[src/rtl/mem_access_unit.sv]
// mem_access_unit: MEM-stage data access sequencer.
//
// Owns the dcache request/response handshake for loads and stores. Word and byte
// accesses are lane-steered onto the cache bus. Indirect accesses (LDI/STI)
// first fetch a pointer word and then run the data access at that pointer. Load
// data is returned in a register. A one-cycle done pulse marks a completed access.
//
// Parameters:
//   DATA_WIDTH  data word width, a power-of-two multiple of 8 and at least 16
//   ADDR_WIDTH  address width
//   NBYTES      byte lanes per word (derived)
//   LSB_W       byte-offset address bits (derived)
//
// Ports:
//   clk, reset           rising-edge clock, asynchronous active-high reset
//   valid_in             MEM-stage op valid
//   mem_read_in          op is a load
//   mem_write_in         op is a store
//   byte_in              byte access (0: word access)
//   indirect_in          two-phase pointer access
//   address_in           effective address
//   wdata_in             store data; the byte for byte stores is in [7:0]
//   dcache_rdata         cache read data
//   dcache_resp          cache completion strobe
//   dcache_address       request address
//   dcache_read          read request
//   dcache_write         write request
//   dcache_wdata         lane-steered store data
//   dcache_byte_enable   per-lane enables
//   mem_stall            freezes upstream stages
//   done                 one-cycle completion pulse
//   rdata_out            registered load result
//   misalign             (MEM_ACCESS_MISALIGN_TRAP_EN only) misaligned-access trap,
//                        pulses with done
//
// Build option:
//   MEM_ACCESS_MISALIGN_TRAP_EN  When this is defined, a word access or pointer fetch
//                                whose address has nonzero byte-offset bits issues no
//                                cache request and traps instead. When it is undefined,
//                                the offset bits are cleared.

module mem_access_unit #(
    parameter int unsigned DATA_WIDTH = 16,
    parameter int unsigned ADDR_WIDTH = 16
) (
    input  logic                    clk,
    input  logic                    reset,
    input  logic                    valid_in,
    input  logic                    mem_read_in,
    input  logic                    mem_write_in,
    input  logic                    byte_in,
    input  logic                    indirect_in,
    input  logic [ADDR_WIDTH-1:0]   address_in,
    input  logic [DATA_WIDTH-1:0]   wdata_in,
    input  logic [DATA_WIDTH-1:0]   dcache_rdata,
    input  logic                    dcache_resp,
    output logic [ADDR_WIDTH-1:0]   dcache_address,
    output logic                    dcache_read,
    output logic                    dcache_write,
    output logic [DATA_WIDTH-1:0]   dcache_wdata,
    output logic [DATA_WIDTH/8-1:0] dcache_byte_enable,
    output logic                    mem_stall,
    output logic                    done,
    output logic [DATA_WIDTH-1:0]   rdata_out
`ifdef MEM_ACCESS_MISALIGN_TRAP_EN
    ,
    output logic                    misalign
`endif
);

    localparam int unsigned NBYTES = DATA_WIDTH / 8;
    localparam int unsigned LSB_W  = $clog2(NBYTES);

    typedef enum logic [1:0] {
        StIdle,
        StPtr,
        StData
    } state_e;

    state_e                state_q, state_d;
    logic [ADDR_WIDTH-1:0] addr_q, addr_d;
    logic [DATA_WIDTH-1:0] wdata_q, wdata_d;
    logic                  byte_q, byte_d;
    logic                  write_q, write_d;
    logic [DATA_WIDTH-1:0] rdata_q, rdata_d;
    logic                  done_q, done_d;

    logic                  accept;
    logic [LSB_W-1:0]      lane;
    logic [ADDR_WIDTH-1:0] addr_aligned;
    logic [NBYTES-1:0]     be_byte;
    logic [7:0]            rd_byte;

    assign accept       = valid_in & (mem_read_in | mem_write_in);
    assign lane         = addr_q[LSB_W-1:0];
    assign addr_aligned = {addr_q[ADDR_WIDTH-1:LSB_W], {LSB_W{1'b0}}};
    assign be_byte      = {{(NBYTES-1){1'b0}}, 1'b1} << lane;
    assign rd_byte      = dcache_rdata[8*lane +: 8];

`ifdef MEM_ACCESS_MISALIGN_TRAP_EN
    logic misalign_q, misalign_d;
    logic acc_misaligned;
    logic ptr_misaligned;

    // An indirect op always starts with a word-sized pointer fetch.
    assign acc_misaligned = (indirect_in | ~byte_in) & (|address_in[LSB_W-1:0]);
    // A word access through a freshly fetched pointer that is not aligned.
    assign ptr_misaligned = ~byte_q & (|dcache_rdata[LSB_W-1:0]);
    assign misalign       = misalign_q;
`endif

    // Requests depend only on the state and the captured registers. They stay
    // stable while the cache is busy, even when the upstream inputs change.
    always_comb begin
        state_d            = state_q;
        addr_d             = addr_q;
        wdata_d            = wdata_q;
        byte_d             = byte_q;
        write_d            = write_q;
        rdata_d            = rdata_q;
        done_d             = 1'b0;
`ifdef MEM_ACCESS_MISALIGN_TRAP_EN
        misalign_d         = 1'b0;
`endif
        dcache_address     = '0;
        dcache_read        = 1'b0;
        dcache_write       = 1'b0;
        dcache_wdata       = '0;
        dcache_byte_enable = '0;
        mem_stall          = 1'b0;

        unique case (state_q)
            StIdle: begin
                if (accept) begin
                    addr_d    = address_in;
                    wdata_d   = wdata_in;
                    byte_d    = byte_in;
                    write_d   = mem_write_in;
                    mem_stall = 1'b1;
`ifdef MEM_ACCESS_MISALIGN_TRAP_EN
                    if (acc_misaligned) begin
                        done_d     = 1'b1;
                        misalign_d = 1'b1;
                    end else
`endif
                    begin
                        state_d = indirect_in ? StPtr : StData;
                    end
                end
            end

            StPtr: begin
                dcache_read        = 1'b1;
                dcache_address     = addr_aligned;
                dcache_byte_enable = '1;
                mem_stall          = 1'b1;
                if (dcache_resp) begin
                    addr_d = ADDR_WIDTH'(dcache_rdata);
`ifdef MEM_ACCESS_MISALIGN_TRAP_EN
                    if (ptr_misaligned) begin
                        state_d    = StIdle;
                        done_d     = 1'b1;
                        misalign_d = 1'b1;
                    end else
`endif
                    begin
                        state_d = StData;
                    end
                end
            end

            StData: begin
                dcache_read  = ~write_q;
                dcache_write = write_q;
                mem_stall    = ~dcache_resp;
                if (byte_q) begin
                    dcache_address     = addr_q;
                    dcache_byte_enable = be_byte;
                    dcache_wdata       = {NBYTES{wdata_q[7:0]}};
                end else begin
                    dcache_address     = addr_aligned;
                    dcache_byte_enable = '1;
                    dcache_wdata       = wdata_q;
                end
                if (dcache_resp) begin
                    state_d = StIdle;
                    done_d  = 1'b1;
                    if (!write_q) begin
                        rdata_d = byte_q ? DATA_WIDTH'(rd_byte) : dcache_rdata;
                    end
                end
            end

            default: begin
                state_d = StIdle;
            end
        endcase
    end

    always_ff @(posedge clk or posedge reset) begin
        if (reset) begin
            state_q    <= StIdle;
            addr_q     <= '0;
            wdata_q    <= '0;
            byte_q     <= 1'b0;
            write_q    <= 1'b0;
            rdata_q    <= '0;
            done_q     <= 1'b0;
`ifdef MEM_ACCESS_MISALIGN_TRAP_EN
            misalign_q <= 1'b0;
`endif
        end else begin
            state_q    <= state_d;
            addr_q     <= addr_d;
            wdata_q    <= wdata_d;
            byte_q     <= byte_d;
            write_q    <= write_d;
            rdata_q    <= rdata_d;
            done_q     <= done_d;
`ifdef MEM_ACCESS_MISALIGN_TRAP_EN
            misalign_q <= misalign_d;
`endif
        end
    end

    assign done      = done_q;
    assign rdata_out = rdata_q;

endmodule

[config.mk]
export PLATFORM = sky130hd
export DESIGN_NAME = mem_access_unit
export DESIGN_NICKNAME = d
export VERILOG_FILES = /design/src/rtl/mem_access_unit.sv
export SDC_FILE = /design/constraint.sdc
export NUM_CORES = 1
export LEC_CHECK = 0
export ABC_CLOCK_PERIOD_IN_PS = 1700
export BUFFER_PORTS_ARGS = -buffer_cell sky130_fd_sc_hd__clkbuf_2
export CAP_MARGIN = 10
export CORE_MARGIN = 10
export CORE_UTILIZATION = 44
export DETAILED_ROUTE_END_ITERATION = 8
export PLACE_DENSITY_LB_ADDON = 0.3
export SYNTH_ARGS = -nofsm -noshare
export SYNTH_HDL_FRONTEND = slang
export SYNTH_SLANG_ARGS = --single-unit
[constraint.sdc]
create_clock -name clk -period 1.7 [get_ports clk]
set_input_delay 0.17 -clock clk [delete_from_list [all_inputs] [get_ports clk]]
set_output_delay 0.17 -clock clk [all_outputs]
set_load 0.02 [all_outputs]
==> flow_summary_export.csv <==
group,metric,value,unit
pwr,swShare,40.06,%
pwr,intPower,4878,uW
setup_path,cp_cell_sequence,"inv_2 > ha_4 > o21a_4 > buf_6 > and2_4 > clkbuf_8",
grt,grt.met2_usage,27.92,%
pwr,power,8139,uW
timing,worstMarginPinSlew,0.4527,ns
timing,relSlewSlack,69.77,%
grt,use_met1,18.28,%
hold_path,hold_class,"primary input to register",
floorplanning,ios,110,
setup_path,arrival,1.67,ns
timing,finalHoldViolCount,0,
finish,final_util,63.44,%
timing,fin_setup_tns,-3.620,ns
clocking,clock_path_buffers,2,
drt,drt_wl_total,8003,um
job,cap_violations,0,
pwr,pwr-share-seq,27.7,%
drt,drt_iter0_drc,49,
setup_path,required,1.53,ns
finish,nFillCells,493,
finish,final_common_cell,"clkbuf_2",
setup_path,crit_path_start_kind,"register",
floorplanning,initial_core_util,44.65,%
drt,vias,2166,
pwr,p_leak,0.002027,uW
floorplanning,die_y,99.81,um
drt,ant_nets,0,
yosys,syn_nets,300,
clocking,path_clk_slew,0.09,ns
grt,use_met3,4.121,%
floorplanning,die-area,9962,sq um
grt,grt_use_total,15.78,%
pwr,peakVddDrop,986.2,uV
clocking,htreeDepth,2,
drt,wl_per_cell,18.02,um
setup_path,crit_slowest_cell,"dfrtp_1",
finish,multi_input_area,1503,sq um
timing,max_freq,0.5421,GHz
finish,seq_area,1326,sq um
yosys,synthCells,239,
yosys,synth_warnings,0,
finish,finalNetCount,427,
placed_design,portBuffers,109,
clocking,clk_latency,0.30,ns
drt,viasPerCell,4.878,
yosys,syn_area,2803,sq um
grt,busiest_layer,"met2",
yosys,syn_avg_cell_area,11.73,sq um
grt,grt_pass1_wl,12660,um
outcome,status,"finished, violations left",
timing,skew,0.008356,ns
grt,grt_remaining_overflow,0,
setup_path,cpPeakStageDelay,0.41,ns
pwr,pwr-share-clk,8.5,%
pwr,powerDensity,2044,nW/um^2
timing,rsz0062_at_grt,"true",
drt,first_pass_iters,4,
floorplanning,design.core.area,6277,sq um
clocking,cts_inserted_buffers,5,
yosys,synth_seq_cells,53,
yosys,yosysSeqAreaShare,47.32,%
setup_path,crit_family,"buffers and inverters",
timing,maxSlewViolCount,0,
drt,drc,0,
grt,grt_pass1_vias,2378,
setup_path,end_kind,"primary output",
setup_path,r2r_slack,-0.09,ns
timing,setup_viol,48,
outcome,violations,"negative setup slack",
grt,grt_max_degree,35,
finish,syn2layout_area_growth,42.10,%
floorplanning,die_w,99.81,um
grt,antenna_found_initial,0,
setup_path,crit_buf_inv,3,
yosys,synth_cell_types,29,
placed_design,gp_congestion,0.7916,
pwr,combPwrFrac,63.9,%
timing,timing.final.ws_setup,-0.1445,ns
timing,post-route-period-util,108.5,%
placed_design,dp_hpwl,6002,um
clocking,cts_tree,"done",
finish,drive_above_1_share,58.86,%
clocking,cts_sinks,53,
floorplanning,rows,29,
finish,final_cell_mix,"91 x clkbuf_2, 53 x dfrtp_1, 34 x mux2_2",
timing,fin_crit,1.845,ns
setup_path,cp_max_fo,8,
clocking,root_buffer,"clkbuf_8",
pwr,power.switching,3261,uW
setup_path,critPathKind,"register to primary output",
finish,diodes,0,
cell families (layout without fill, tap and decap cells):
family	count (synthesis)	after routing	synth area share [%]
compound gates	31	31	7.054
fa+ha+maj	5	5	2.232
buf+inv	19	147	3.437
flops	53	53	47.32
mux	67	67	27.50
simple gates	64	64	12.46
cells in the mapped netlist:
library cell  number  area (sq um)
dfrtp_1           53          1326
mux2_2            40         450.4
and2_1            24         150.1
nand2_1           19         71.32
mux2i_1           17         170.2
o21ai_0           16         80.08
mux2_4            10         150.1
nor2b_1            9         56.30
nand2b_1           8         50.05
clkbuf_1           7         26.28
buf_2              5         25.02
ha_1               5         62.56
inv_1              5         18.77
o21a_1             3         22.52
a21boi_0           2         15.01
a21oi_1            2         10.01
nor2_1             2         7.510
a21oi_4            1         16.27
a221oi_1           1         8.760
a2bb2oi_1          1         8.760
buf_6              1         11.26
buf_8              1         15.01
nand2_2            1         6.260
nand3b_1           1         7.510
o211a_1            1         10.01
o211ai_1           1         7.510
o21ai_1            1         5.000
o21bai_1           1         7.510
o22ai_1            1         6.260
flip-flops by register name, summed over array words and instances, names as in the netlist:
signal and count:
addr_q 16, byte_q 1, done 1, rdata_out 16, state_q 2, wdata_q 16, write_q 1
per-layer routing:
metal	up-vias	wire length, um
met5	-	0
met3	4	414
li1	1071	-
met1	1044	3251
met2	47	4282
met4	0	54
cell type report:
| type | count | area share, % |
|---|---|---|
| clock inverters | 2 | 0.2513 |
| flip-flops and latches | 53 | 33.30 |
| repair buffers | 134 | 24.00 |
| multi-input cells | 167 | 37.73 |
| clock buffers | 6 | 1.822 |
| inverters | 5 | 0.4713 |
| well taps | 77 | 2.419 |
power groups by stage:
stage               clock network [uW]  logic (uW)  registers (uW)
floorplan                            0        2810            2340
global placement                     0        4240            2220
detailed placement                   0        4330            2250
CTS                                715        5160            2240
global route                       756        5560            2330
finish                             689        5200            2250
what timing repair did:
item,4_1_cts,5_1_grt
endpoints found under the hold margin,19,0
setup buffers,8,0
hold buffers,1,0
gates resized for setup,69,3
setup endpoints to repair,37,53
pin swaps,9,0
metrics by stage:
step	hold slack [ns]	setup WS, ns	area, sq um	std cells
after floorplan	0.3042	-0.01550	2811	239
after global placement	0.1918	0.06239	3546	427
after detailed placement	0.1941	0.02275	3546	427
after CTS	0.08409	-0.1304	3970	444
after global routing	0.08747	-0.1919	3983	444
final	0.09855	-0.1445	3983	444
final timing paths:
kind / from / to / cells after the start
setup / recovery: state_q[0] / dcache_address[10] / 6
hold / removal: wdata_in[15] / wdata_q[15] / 2
setup reg to reg: state_q[0] / addr_q[15] / 7
hold reg to reg: rdata_out[2] / rdata_out[2] / 2
max in group asynchronous: reset / state_q[1] / 4
min in group asynchronous: reset / wdata_q[4] / 3
Note: power is estimated with default switching activity, not from simulation.
